[config.mk]
export PLATFORM = sky130hd
export DESIGN_NAME = ps2_host_tx
export DESIGN_NICKNAME = d
export VERILOG_FILES = /design/src/rtl/ps2_host_tx.sv
export SDC_FILE = /design/constraint.sdc
export NUM_CORES = 1
export LEC_CHECK = 0
export CAP_MARGIN = 40
export CORE_ASPECT_RATIO = 1.2
export CORE_MARGIN = 3
export CORE_UTILIZATION = 45
export CTS_BUF_LIST = sky130_fd_sc_hd__clkbuf_4 sky130_fd_sc_hd__clkbuf_8
export CTS_CLUSTER_DIAMETER = 120
export DETAILED_ROUTE_END_ITERATION = 8
export PLACE_DENSITY = 0.64
export SETUP_SLACK_MARGIN = 0.2
export SLEW_MARGIN = 20
export SYNTH_ARGS = -nofsm -noshare
export SYNTH_HDL_FRONTEND = slang
export SYNTH_SLANG_ARGS = --single-unit
[constraint.sdc]
create_clock -name CLOCK_50 -period 2.2 [get_ports CLOCK_50]
set_clock_uncertainty 0.05 [all_clocks]
set_input_delay 0.44 -clock CLOCK_50 [delete_from_list [all_inputs] [get_ports CLOCK_50]]
set_output_delay 0.44 -clock CLOCK_50 [all_outputs]
set_load 0.01 [all_outputs]
[src/rtl/ps2_host_tx.sv]
// PS/2 host-to-device transmitter: sends one command byte over open-drain
// PS2_CLK/PS2_DAT and reports device ACK (done) or failure (error).
module ps2_host_tx #(
  parameter int INHIBIT_CYCLES = 6000,
  parameter int TIMEOUT_CYCLES = 750000
) (
  input  logic       CLOCK_50,
  input  logic       reset,
  input  logic       send_valid,
  input  logic [7:0] send_data,
  input  logic       ps2_clk_in,
  input  logic       ps2_dat_in,
  output logic       ps2_clk_oe,
  output logic       ps2_dat_oe,
  output logic       busy,
  output logic       done,
  output logic       error
);

  localparam int MAXC =
    (TIMEOUT_CYCLES > INHIBIT_CYCLES) ?
    TIMEOUT_CYCLES : INHIBIT_CYCLES;
  localparam int CW = $clog2(MAXC + 1);

  typedef enum logic [2:0] {
    S_IDLE,
    S_INHIBIT,
    S_REQ,
    S_SHIFT,
    S_ACK,
    S_WAIT_IDLE
  } state_e;

  state_e        state_q;
  logic [9:0]    shift_q;
  logic [3:0]    idx_q;
  logic [CW-1:0] cnt_q;
  logic          clk_s1_q, clk_s2_q, clk_prev_q;
  logic          dat_s1_q, dat_s2_q;
  logic          clk_oe_q, dat_oe_q;
  logic          busy_q, done_q, error_q;

  logic [CW-1:0] cnt_d;
  logic [9:0]    frame_d;
  logic          fe, tmo, inh_end;
  logic          line_idle, watch, tmo_hit;

  always_ff @(posedge CLOCK_50 or posedge reset) begin
    if (reset) begin
      clk_s1_q   <= 1'b1;
      clk_s2_q   <= 1'b1;
      clk_prev_q <= 1'b1;
      dat_s1_q   <= 1'b1;
      dat_s2_q   <= 1'b1;
    end else begin
      clk_s1_q   <= ps2_clk_in;
      clk_s2_q   <= clk_s1_q;
      clk_prev_q <= clk_s2_q;
      dat_s1_q   <= ps2_dat_in;
      dat_s2_q   <= dat_s1_q;
    end
  end

  always_comb begin
    fe        = clk_prev_q & ~clk_s2_q;
    cnt_d     = cnt_q + 1'b1;
    frame_d   = {1'b1, ~^send_data, send_data};
    tmo       = (cnt_q == CW'(TIMEOUT_CYCLES - 1));
    inh_end   = (cnt_q == CW'(INHIBIT_CYCLES - 1));
    line_idle = clk_s2_q & dat_s2_q;
    watch     = (state_q == S_SHIFT) ||
                (state_q == S_ACK) ||
                (state_q == S_WAIT_IDLE);
    tmo_hit   = watch && !fe && tmo &&
                !((state_q == S_WAIT_IDLE) && line_idle);
  end

  always_ff @(posedge CLOCK_50 or posedge reset) begin
    if (reset) begin
      state_q  <= S_IDLE;
      shift_q  <= '0;
      idx_q    <= '0;
      cnt_q    <= '0;
      clk_oe_q <= 1'b0;
      dat_oe_q <= 1'b0;
      busy_q   <= 1'b0;
      done_q   <= 1'b0;
      error_q  <= 1'b0;
    end else begin
      done_q  <= 1'b0;
      error_q <= 1'b0;
      unique case (state_q)
        S_IDLE: begin
          if (send_valid) begin
            shift_q  <= frame_d;
            busy_q   <= 1'b1;
            clk_oe_q <= 1'b1;
            cnt_q    <= '0;
            state_q  <= S_INHIBIT;
          end
        end
        S_INHIBIT: begin
          if (inh_end) begin
            dat_oe_q <= 1'b1;
            cnt_q    <= '0;
            state_q  <= S_REQ;
          end else begin
            cnt_q <= cnt_d;
          end
        end
        S_REQ: begin
          clk_oe_q <= 1'b0;
          idx_q    <= '0;
          cnt_q    <= '0;
          state_q  <= S_SHIFT;
        end
        S_SHIFT: begin
          if (fe) begin
            dat_oe_q <= ~shift_q[idx_q];
            idx_q    <= idx_q + 1'b1;
            cnt_q    <= '0;
            if (idx_q == 4'd9)
              state_q <= S_ACK;
          end else begin
            cnt_q <= cnt_d;
          end
        end
        S_ACK: begin
          if (fe) begin
            cnt_q <= '0;
            if (!dat_s2_q) begin
              state_q <= S_WAIT_IDLE;
            end else begin
              error_q <= 1'b1;
              busy_q  <= 1'b0;
              state_q <= S_IDLE;
            end
          end else begin
            cnt_q <= cnt_d;
          end
        end
        S_WAIT_IDLE: begin
          if (line_idle) begin
            done_q  <= 1'b1;
            busy_q  <= 1'b0;
            cnt_q   <= '0;
            state_q <= S_IDLE;
          end else if (fe) begin
            cnt_q <= '0;
          end else begin
            cnt_q <= cnt_d;
          end
        end
        default: state_q <= S_IDLE;
      endcase
      // device went silent: drop the lines and give up
      if (tmo_hit) begin
        clk_oe_q <= 1'b0;
        dat_oe_q <= 1'b0;
        error_q  <= 1'b1;
        busy_q   <= 1'b0;
        cnt_q    <= '0;
        state_q  <= S_IDLE;
      end
    end
  end

  assign ps2_clk_oe = clk_oe_q;
  assign ps2_dat_oe = dat_oe_q;
  assign busy       = busy_q;
  assign done       = done_q;
  assign error      = error_q;

endmodule

==> metrics.md <==
| Metric | Value |
|---|---|
| Die Y | 89.3 um |
| Initial drt markers | 88 |
| Register bit count reported by yosys | 47 |
| RSZ-0062 raised after global routing | yes |
| Worst hold slack | 0.309 ns |
| Util after Layout | 57.0% |
| Share of cells above drive strength 1 | around 27% |
| Clk sink count | 47 |
| Rel. slew slack | 74.0% |
| Crit end category | flip-flop |
| Mean Syn Cell Area | approximately 11 um2 |
| Unique masters post-synth | 63 |
| Critical path startpoint | cnt_q[0] |
| Post-place setup slack | 0.0551 ns |
| Gr usage total | around 17% |
| Internal reg-to-reg setup slack | 0.27 ns |
| Final period utilization | between 80 and 90% |
| Clk_lat worst skew | around 0.3 ns |
| R2R cell count | 7 |
| Vias in the first global route | 1851 |
| I/O Buffers | 17 |
| Root Buffer | clkbuf_8 |
| DR DRC count | 0 |
| Leakage | 1.20 nW |
| Post-layout instance area | 0.00310 mm2 |
| Nets | 295 |
| Max IR drop VDD | 0.392 mV |
| Synth Instances | 245 |
| Hpwl dp | 3490 um |
| Worst-path fanout max | 8 |
| Setup_tns | 0 ns |
| Final Max Tran Viols | 0 |
| Yosys warning count | 0 |
| Finished Layout Cells | 342 |
| Worst Hold Class | flip-flop to flip-flop |
| Post-Place Cell Area | a little under 0.003 mm2 |
| Syn_nets | ~260 |
| Fillers | 471 |
| Placement Rows | 29 |
| Most frequent cells in the layout | 40 x dfrtp_1, 24 x xnor2_1, 18 x nand2_1 |
| Peak Freq | 518 MHz |
| Routed WL per cell | 14.6 um |
| CP endpoint | cnt_q[11] |
| Max Cap Viol | 0 |
| Reg clk slew, reported paths | 0.08 ns |
| H-Tree Depth | 2 |
| Post-Place Cells | 325 |
| EDFF count, synth | 0 |
| Initial antenna violation count | 0 |
| Vias per inst | 5.44 |
| Hold Fails Final Rpt | 0 |
| Shortest period the worst path allows | between 1.5 and 2 ns |
| Inserted Diodes | 0 |
| DIE AREA | just under 0.007 mm2 |
| Post-route ant nets | 0 |
| Cell area after synthesis | 0.00260 mm2 |
| Power Dens Cells | 1070 mW/mm2 |
| Final setup fails | 0 |
| Num ports | 18 |
| Die X-Extent | about 75 um |
| Vias | roughly 1.9k |
| Worst slew pin tran | 0.390 ns |
| GP Congestion | 0.802 |
| First-pass GRT wire length | about 8600 um |
| Setup ws final | around 0.27 ns |
| Critical path arrival | about 2.1 ns |
| Critical path class | flip-flop to flip-flop |
| Worst-case clock buffer depth | 2 |
| CTS Buf Count | 5 |
| Status | finished, final reports clean |
| Req. time, crit path | around 2.4 ns |
| Most common cell after layout, fill and taps aside | dfrtp_1 |
| Aggregate routed wire length | 4990 um |
| CTS tree | yes |
| RR Startpoint | cnt_q[0] |
| Seq/Total Area, Yosys | between 40% and 50% |
| Asr flop ratio synth | 100% |
| R2R Path End | cnt_q[11] |
| Setup crit start kind | flip-flop |
| Core area | 0.00544 mm2 |
| P&R area growth vs syn | 19.2% |
| First-pass detailed-route iteration total | 4 |
| Synth Flop Type | dfrtp_1 |
| Largest net degree at the start of global routing | 48 |
| Initial Util | 47.9% |
| Grt total ovfl | 0 |
| Total power | 3.31 mW |
-- state kept, by name (all words and copies together), names as in the netlist --
register,flops
clk_prev_q,1
dat_s2_q,1
clk_s1_q,1
clk_s2_q,1
state_q,3
ps2_dat_oe,1
cnt_q,20
error,1
ps2_clk_oe,1
idx_q,4
done,1
shift_q,10
dat_s1_q,1
busy,1
-- kinds of logic (layout without fill, tap and decap cells) --
kind of cell,after synthesis,count (layout),synth area share (%)
muxes,14,14,7.30
AOI/OAI and AO/OA,54,54,14.7
xor gates and xnor gates,24,24,8.07
adders and majority gates,3,3,1.44
DFF,47,47,45.4
buffers and inverters,23,58,4.75
and+or+nand+nor,80,80,18.3
-- worst max-delay path, stage by stage (launching register included) --
cell	delay [ns]
dfrtp_1	0.40
ha_2	0.19
and4bb_1	0.20
and3_4	0.19
a311o_1	0.29
a21o_4	0.24
clkbuf_16	0.17
a21oi_1	0.13
-- synthesized netlist by cell type, drive strengths merged, types with 2 or more instances --
cell type	instances	area share [%]
a21o	4	1.2
o21ai	9	1.7
and3	4	1.2
and2	5	1.3
o31ai	2	0.58
nor4b	2	0.91
mux2	10	4.3
dfrtp	42	40
nor2	10	1.4
o22ai	3	0.96
ha	3	1.4
nor2b	3	0.72
nor4	2	0.72
a22o	2	0.72
buf	5	1.8
a31o	3	1.0
nand4	6	1.9
a21oi	21	5.2
o32ai	2	0.67
and4bb	2	0.96
xnor2	24	8.1
mux2i	2	1.2
nand3	6	1.2
nand2b	4	0.96
dfstp	5	5.0
inv	13	1.9
nor3	9	1.7
nand2	18	2.6
clkbuf	5	1.1
mux4	2	1.7
nand4b	2	0.67
-- power breakdown --
part / total (mW) / internal (mW) / switching [mW]
combinational: 1.51 / 0.809 / 0.705
clock: 0.515 / 0.237 / 0.279
sequential: 1.28 / 1.07 / 0.207
total: 3.31 / 2.12 / 1.19
-- area by class of cell --
type / count / area, um2 / share of cell area [%]
clock buffer: 6 / 76.3 / 2.46
clock inverter: 2 / 13.8 / 0.443
inverter: 13 / 48.8 / 1.57
multi-input combinational: 175 / 1340 / 43.0
sequential: 47 / 1180 / 38.2
tap: 62 / 77.6 / 2.50
timing repair buffer: 37 / 367 / 11.8
-- routing by layer --
metal / track usage, % / vias to the layer above / share of wire, %
met2: 27.6 / 15 / 50
met5: 0 / - / 0
met1: 20.9 / 893 / 46
met3: 3.71 / 7 / 1.7
li1: - / 947 / -
met4: 6.04 / 0 / 1.7
-- worst min path at each step --
| stage | slack (ns) | cells after the start | to | startpoint |
|---|---|---|---|---|
| 2_1_floorplan | 0.30 | 0 | clk_s2_q | clk_s1_q |
| 3_3_place_gp | 0.30 | 0 | dat_s2_q | dat_s1_q |
| 3_5_place_dp | 0.30 | 0 | dat_s2_q | dat_s1_q |
| 4_1_cts | 0.31 | 0 | dat_s2_q | dat_s1_q |
| 5_1_grt | 0.32 | 0 | clk_s2_q | clk_s1_q |
| 6_report | 0.31 | 0 | dat_s2_q | dat_s1_q |
-- what timing repair did --
item                       CTS  global route
setup buffers                1             7
hold buffers                 0             0
gates cloned                 0             1
gates resized for setup      1            10
setup endpoints to repair    9            19
pin swaps                    0             8
No activity file was read; power rests on OpenSTA's default activity.
